==> src/rtl/spi_master.sv <==
// SPI master with programmable mode, bit order and slave-select hold.
// Ports:
//   clk, rst_n             - system clock, async active-low reset
//   cs, rd, wr             - host strobes; wr starts a transfer, rd clears rx_valid
//   din, ss_sel            - transmit word and target slave index
//   cpol, cpha, lsb_first,
//   hold                   - mode controls, captured when a transfer starts
//   dout, rx_valid         - last received word and its unread flag
//   busy, done             - transfer in progress / one-cycle completion pulse
//   miso, mosi, sclk, ss_n - SPI bus (ss_n active low, one line per slave)
module spi_master #(
  parameter int unsigned DWIDTH = 8,
  parameter int unsigned NCS    = 4,
  parameter int unsigned CLKDIV = 4
) (
  input  logic                     clk,
  input  logic                     rst_n,
  input  logic                     cs,
  input  logic                     rd,
  input  logic                     wr,
  input  logic [DWIDTH-1:0]        din,
  input  logic [$clog2(NCS)-1:0]   ss_sel,
  input  logic                     cpol,
  input  logic                     cpha,
  input  logic                     lsb_first,
  input  logic                     hold,
  output logic [DWIDTH-1:0]        dout,
  output logic                     busy,
  output logic                     done,
  output logic                     rx_valid,
  input  logic                     miso,
  output logic                     mosi,
  output logic                     sclk,
  output logic [NCS-1:0]           ss_n
);

  localparam int unsigned SW = $clog2(NCS);
  localparam int unsigned TW = $clog2(CLKDIV);
  localparam int unsigned CW = $clog2(2 * DWIDTH + 1);

  typedef enum logic [1:0] {S_IDLE, S_SETUP, S_XFER, S_LAG} state_e;

  state_e              state_q, state_d;
  logic [TW-1:0]       timer_q, timer_d;
  logic [CW-1:0]       cnt_q, cnt_d;
  logic [DWIDTH-1:0]   tx_q, tx_d;
  logic [DWIDTH-1:0]   rx_q, rx_d;
  logic [DWIDTH-1:0]   dout_q, dout_d;
  logic                busy_q, busy_d;
  logic                done_q, done_d;
  logic                rxv_q, rxv_d;
  logic                mosi_q, mosi_d;
  logic                sclk_q, sclk_d;
  logic [NCS-1:0]      ss_n_q, ss_n_d;
  logic                cpol_q, cpol_d;
  logic                cpha_q, cpha_d;
  logic                lsb_q, lsb_d;
  logic                hold_q, hold_d;

  logic                start;
  logic                tick;
  logic                odd_tgl;
  logic                first_tgl;
  logic                last_tgl;
  logic                do_sample;
  logic                do_shift;
  logic [NCS-1:0]      sel_n;
  logic [DWIDTH-1:0]   tx_shift;
  logic [DWIDTH-1:0]   rx_shift;

  assign start     = cs & wr & ~rd & ~busy_q;
  assign tick      = (timer_q == '0);
  // cnt_q holds toggles already made, so the upcoming toggle is cnt_q+1
  assign odd_tgl   = ~cnt_q[0];
  assign first_tgl = (cnt_q == '0);
  assign last_tgl  = (cnt_q == CW'(2 * DWIDTH - 1));
  // First bit is already on mosi from start, so the leading shift of CPHA=1 is skipped
  assign do_sample = cpha_q ? ~odd_tgl : odd_tgl;
  assign do_shift  = cpha_q ? (odd_tgl & ~first_tgl) : (~odd_tgl & ~last_tgl);
  assign tx_shift  = lsb_q ? {1'b0, tx_q[DWIDTH-1:1]} : {tx_q[DWIDTH-2:0], 1'b0};
  assign rx_shift  = lsb_q ? {miso, rx_q[DWIDTH-1:1]} : {rx_q[DWIDTH-2:0], miso};

  // Active-low decode of ss_sel; out-of-range indices select nothing
  always_comb begin
    sel_n = '1;
    for (int unsigned i = 0; i < NCS; i++) begin
      if (ss_sel == SW'(i)) sel_n[i] = 1'b0;
    end
  end

  // Next-state and datapath
  always_comb begin
    state_d = state_q;
    timer_d = timer_q;
    cnt_d   = cnt_q;
    tx_d    = tx_q;
    rx_d    = rx_q;
    dout_d  = dout_q;
    busy_d  = busy_q;
    done_d  = 1'b0;
    rxv_d   = rxv_q;
    mosi_d  = mosi_q;
    sclk_d  = sclk_q;
    ss_n_d  = ss_n_q;
    cpol_d  = cpol_q;
    cpha_d  = cpha_q;
    lsb_d   = lsb_q;
    hold_d  = hold_q;

    if (cs & rd & ~wr) rxv_d = 1'b0;

    case (state_q)
      S_IDLE: begin
        sclk_d = cpol;
        if (start) begin
          state_d = S_SETUP;
          timer_d = TW'(CLKDIV - 1);
          cnt_d   = '0;
          tx_d    = din;
          rx_d    = '0;
          busy_d  = 1'b1;
          ss_n_d  = sel_n;
          mosi_d  = lsb_first ? din[0] : din[DWIDTH-1];
          cpol_d  = cpol;
          cpha_d  = cpha;
          lsb_d   = lsb_first;
          hold_d  = hold;
        end
      end
      S_SETUP: begin
        if (tick) begin
          state_d = S_XFER;
          timer_d = TW'(CLKDIV - 1);
        end else begin
          timer_d = timer_q - TW'(1);
        end
      end
      S_XFER: begin
        if (tick) begin
          timer_d = TW'(CLKDIV - 1);
          sclk_d  = ~sclk_q;
          cnt_d   = cnt_q + CW'(1);
          if (do_sample) rx_d = rx_shift;
          if (do_shift) begin
            tx_d   = tx_shift;
            mosi_d = lsb_q ? tx_shift[0] : tx_shift[DWIDTH-1];
          end
          if (last_tgl) state_d = S_LAG;
        end else begin
          timer_d = timer_q - TW'(1);
        end
      end
      S_LAG: begin
        if (tick) begin
          state_d = S_IDLE;
          timer_d = '0;
          done_d  = 1'b1;
          busy_d  = 1'b0;
          dout_d  = rx_q;
          rxv_d   = 1'b1;
          if (!hold_q) ss_n_d = '1;
        end else begin
          timer_d = timer_q - TW'(1);
        end
      end
      default: state_d = S_IDLE;
    endcase
  end

  // State and output registers
  always_ff @(posedge clk or negedge rst_n) begin
    if (!rst_n) begin
      state_q <= S_IDLE;
      timer_q <= '0;
      cnt_q   <= '0;
      tx_q    <= '0;
      rx_q    <= '0;
      dout_q  <= '0;
      busy_q  <= 1'b0;
      done_q  <= 1'b0;
      rxv_q   <= 1'b0;
      mosi_q  <= 1'b0;
      sclk_q  <= 1'b0;
      ss_n_q  <= '1;
      cpol_q  <= 1'b0;
      cpha_q  <= 1'b0;
      lsb_q   <= 1'b0;
      hold_q  <= 1'b0;
    end else begin
      state_q <= state_d;
      timer_q <= timer_d;
      cnt_q   <= cnt_d;
      tx_q    <= tx_d;
      rx_q    <= rx_d;
      dout_q  <= dout_d;
      busy_q  <= busy_d;
      done_q  <= done_d;
      rxv_q   <= rxv_d;
      mosi_q  <= mosi_d;
      sclk_q  <= sclk_d;
      ss_n_q  <= ss_n_d;
      cpol_q  <= cpol_d;
      cpha_q  <= cpha_d;
      lsb_q   <= lsb_d;
      hold_q  <= hold_d;
    end
  end

  assign dout     = dout_q;
  assign busy     = busy_q;
  assign done     = done_q;
  assign rx_valid = rxv_q;
  assign mosi     = mosi_q;
  assign sclk     = sclk_q;
  assign ss_n     = ss_n_q;

endmodule

==> config.mk <==
export PLATFORM = sky130hd
export DESIGN_NAME = spi_master
export DESIGN_NICKNAME = d
export VERILOG_FILES = /design/src/rtl/spi_master.sv
export SDC_FILE = /design/constraint.sdc
export NUM_CORES = 1
export LEC_CHECK = 0
export CELL_PAD_IN_SITES_DETAIL_PLACEMENT = 0
export CELL_PAD_IN_SITES_GLOBAL_PLACEMENT = 2
export CORE_MARGIN = 3
export CORE_UTILIZATION = 37
export CTS_CLUSTER_SIZE = 8
export DETAILED_ROUTE_END_ITERATION = 12
export PLACE_DENSITY = 0.9
export SLEW_MARGIN = 20
export SYNTH_ARGS = -nofsm -noshare
export SYNTH_HDL_FRONTEND = slang
export SYNTH_SLANG_ARGS = --single-unit
==> constraint.sdc <==
create_clock -name clk -period 6.58 [get_ports clk]
set_clock_uncertainty 0.05 [all_clocks]
set_input_delay 1.316 -clock clk [delete_from_list [all_inputs] [get_ports clk]]
set_output_delay 1.316 -clock clk [all_outputs]
set_load 0.01 [all_outputs]
==> summary.md <==
| Metric | Value |
|---|---|
| First-pass GRT wire length | `between 7000 and 8000 um` |
| Die ar. | `between 7000 and 8000 um^2` |
| Router iterations before antenna repair | `4` |
| FF+latch count, synth | `45` |
| Flop-to-flop setup slack | `4.25 ns` |
| Clock group share of total power | `14.8%` |
| Complex-gate fraction of the synthesized area | `roughly an eighth` |
| Critical Path Source Type | `input port` |
| Fraction of registers with async set/reset | `100%` |
| Critical path's slowest cell | `clkdlybuf4s50_1` |
| Vias in the first global route | `1,607` |
| Cells after Synth | `215` |
| Detail Placement HPWL | `approximately 3100 um` |
| Initial antenna violation count | `0` |
| Overall routing resource usage | `between 10% and 20%` |
| Buf/Inv on CP | `1` |
| Root Driver | `clkbuf_8` |
| Syn nets | `roughly 250` |
| WP data arrival | `approximately 3.1 ns` |
| Multiplexer share of the synthesized area | `18.7%` |
| Pin count of the biggest net entering global routing | `46` |
| Drt first-iter violations | `40` |
| Ys flop type | `dfrtp_1` |
| CTS clk-pin slew, worst paths | `roughly 0.10 ns` |
| RePlAce Congestion | `0.747` |
| FILL cells | `586` |
| Layout cells sized above 1 | `about 17%` |
| Synthesized cell area | `2360 um^2` |
| Crit-path leading delay family | `simple AND/OR/NAND/NOR gates` |
| CTS Sinks | `between 40 and 50` |
| CTS resizes | `0` |
| I/O Buffers | `36` |
| Worst vdd ir | `0.166 mV` |
| Post-route DRC | `0` |
| Synth Area in Simple Gates | `10.4%` |
| Crit path required time | `~6.7 ns` |
| Switching pwr | `approximately 470 uW` |
| Final period util | `45.5%` |
| Fin area | `between 2000 and 3000 um^2` |
| CP max FO | `12` |
| RSZ-0062 raised after global routing | `false` |
| H-tree depth | `2` |
| Share of power burned in registers | `roughly two fifths` |
| Number of synthesized flops with an enable pin | `0` |
| Total CTS buffers | `5` |
| Die Wd | `85.8 um` |
| Postcts setup bufs | `0` |
| Starting Density | `39.1%` |
| DIE HEIGHT | `85.8 um` |
| Worst slew pin tran | `between 0.8 and 0.9 ns` |
| Pleak | `1.25 nW` |
| Hold Buf Count CTS | `0` |
| Synth Area in XOR/XNOR | `1.49%` |
| ANT nets after route | `0` |
| I/O pins | `37` |
| Max clock buf depth | `2` |
| Antenna cells | `0` |
| Fin Setup TNS | `0 ns` |
| Hold Slack | `~0.46 ns` |
| Largest family of logic cells by synthesized area | `multiplexers` |
| WL/cell | `between 10 and 15 um` |
| Number of hold violations in the final report | `0` |
| Setup Crit Path Kind | `input port to flip-flop` |
| Rows | `28` |
| Final setup fails | `0` |
| Clk_lat worst skew | `0.31 ns` |
| P&R area growth vs syn | `21.5%` |
| Fmax | `about 330 MHz` |
| Tmin final | `2.99 ns` |
| Status | `finished, final reports clean` |
| Max Cap Violations | `0` |
| CTS tree | `yes` |
| Max transition margin | `~44%` |
| Post-synth cell types | `37` |
| Register area share after synthesis | `about half` |
| Pwr Total | `between 1 and 1.5 mW` |
| Grt ovf | `0` |
| Combinational Power Share | `between 40% and 50%` |
| Pwr/cell area | `around 420 nW/um^2` |
| Vias | `~1.6k` |
| Crit-path cells | `clkdlybuf4s50_1, nand4bb_1, nand2_1, nand2_1, mux2_2` |
| Fin. max-slew vios | `0` |
| Vias per cell | `approximately 5.0` |
| Synth warn | `0` |
| Internal Power | `741 uW` |
| CP peak stage delay | `0.48 ns` |
| Switching share of total power | `38.8%` |
| Synthesized area per cell | `approximately 11 um^2` |
| Most frequent CP cell | `nand2_1` |
| Nets@finish | `278` |
| Total core area | `6030 um^2` |
| Routed wire length | `around 4300 um` |
| Placed Area | `~2800 um^2` |
| CP endpoint kind | `flip-flop` |
| Hold Path Class | `flip-flop to flip-flop` |
| Adder-Cell Fraction of Synth Area | `between 5 and 6%` |
## per-layer routing
metal / global-route usage [%] / part of all wire, % / vias to the layer above
met2: 19.9 / 45 / 30
met3: 3.27 / 4.6 / 7
met4: 5.18 / 1.8 / 0
met5: 0 / 0 / -
met1: 17.6 / 49 / 770
li1: - / - / 821
## synth_stat cells, types with 3 or more instances
cell / count / area (um^2)
a21oi_1: 19 / 95.1
a221oi_1: 3 / 26.3
a31oi_1: 4 / 25.0
buf_2: 5 / 25.0
clkbuf_1: 6 / 22.5
dfrtp_1: 41 / 1030
dfstp_2: 4 / 105
ha_1: 10 / 125
inv_1: 14 / 52.6
mux2_2: 24 / 270
mux2i_1: 17 / 170
nand2_1: 11 / 41.3
nor2_1: 13 / 48.8
nor2b_1: 7 / 43.8
o21ai_0: 7 / 35.0
o2bb2ai_1: 4 / 35.0
xnor2_1: 3 / 26.3
## path summary, 6_finish.rpt
check                      startpoint  endpoint  cells past startpoint
setup / recovery                   cs   rx_q[2]                      5
setup reg to reg             cnt_q[0]      mosi                      7
min in group asynchronous       rst_n      sclk                      1
max in group asynchronous       rst_n   ss_n[2]                      1
hold / removal                dout[3]   dout[3]                      1
hold reg to reg               dout[3]   dout[3]                      1
## power groups by stage
stage	combinational (mW)	clock (mW)	sequential, mW
detailed placement	0.568	0	0.477
floorplan	0.429	0	0.452
finish	0.561	0.179	0.470
global route	0.630	0.199	0.487
CTS	0.571	0.186	0.471
global placement	0.560	0	0.476
## metrics by stage
stage / utilization (%) / instances / setup slack, ns
floorplan: - / 215 / 4.11
global placement: 45.9 / 316 / 3.30
detailed placement: 45.9 / 316 / 3.24
CTS: 47.4 / 324 / 3.58
global route: 47.5 / 324 / 3.39
finish: 47.5 / 324 / 3.59
## state kept, by name (all words and copies together), names as in the netlist
register,cells
timer_q,2
lsb_q,1
tx_q,8
state_q,2
ss_n,4
rx_valid,1
done,1
sclk,1
busy,1
rx_q,8
cnt_q,5
dout,8
cpha_q,1
hold_q,1
mosi,1
## cell usage in the layout, fill, tap and decap left out, types with 2 or more instances in the layout
| cell | Yosys | layout |
|---|---|---|
| ha_1 | 10 | 10 |
| buf_4 | 0 | 2 |
| a221oi_1 | 3 | 3 |
| mux2_2 | 24 | 24 |
| nand2_1 | 11 | 11 |
| nand3b_1 | 2 | 2 |
| a31oi_1 | 4 | 4 |
| o2bb2ai_1 | 4 | 4 |
| dfstp_2 | 4 | 4 |
| nand3_1 | 2 | 2 |
| clkdlybuf4s50_1 | 0 | 35 |
| inv_1 | 14 | 14 |
| nor2_1 | 13 | 13 |
| mux2i_1 | 17 | 17 |
| dfrtp_1 | 41 | 41 |
| a21oi_1 | 19 | 19 |
| o21ai_0 | 7 | 7 |
| a211oi_1 | 2 | 2 |
| clkbuf_8 | 0 | 5 |
| nor2b_1 | 7 | 7 |
| xnor2_1 | 3 | 3 |
## final cells by class
type | count | area (um^2) | area share [%]
multi-input combinational | 145 | 1120 | 39.3
tap | 75 | 93.8 | 3.28
sequential | 45 | 1130 | 39.5
clock inverter | 3 | 25.0 | 0.875
clock buffer | 5 | 68.8 | 2.40
inverter | 14 | 52.6 | 1.84
timing repair buffer | 37 | 365 | 12.8
## logic make-up (layout without fill, tap and decap cells)
logic type / after synthesis / count (layout)
XOR/XNOR: 4 / 4
adder cells (fa/ha/maj): 10 / 10
buffers and inverters: 25 / 59
AO/OA/AOI/OAI: 44 / 44
AND/OR/NAND/NOR: 46 / 46
multiplexers: 41 / 41
flip-flops: 45 / 45
Power figures use the tool's default switching activity.
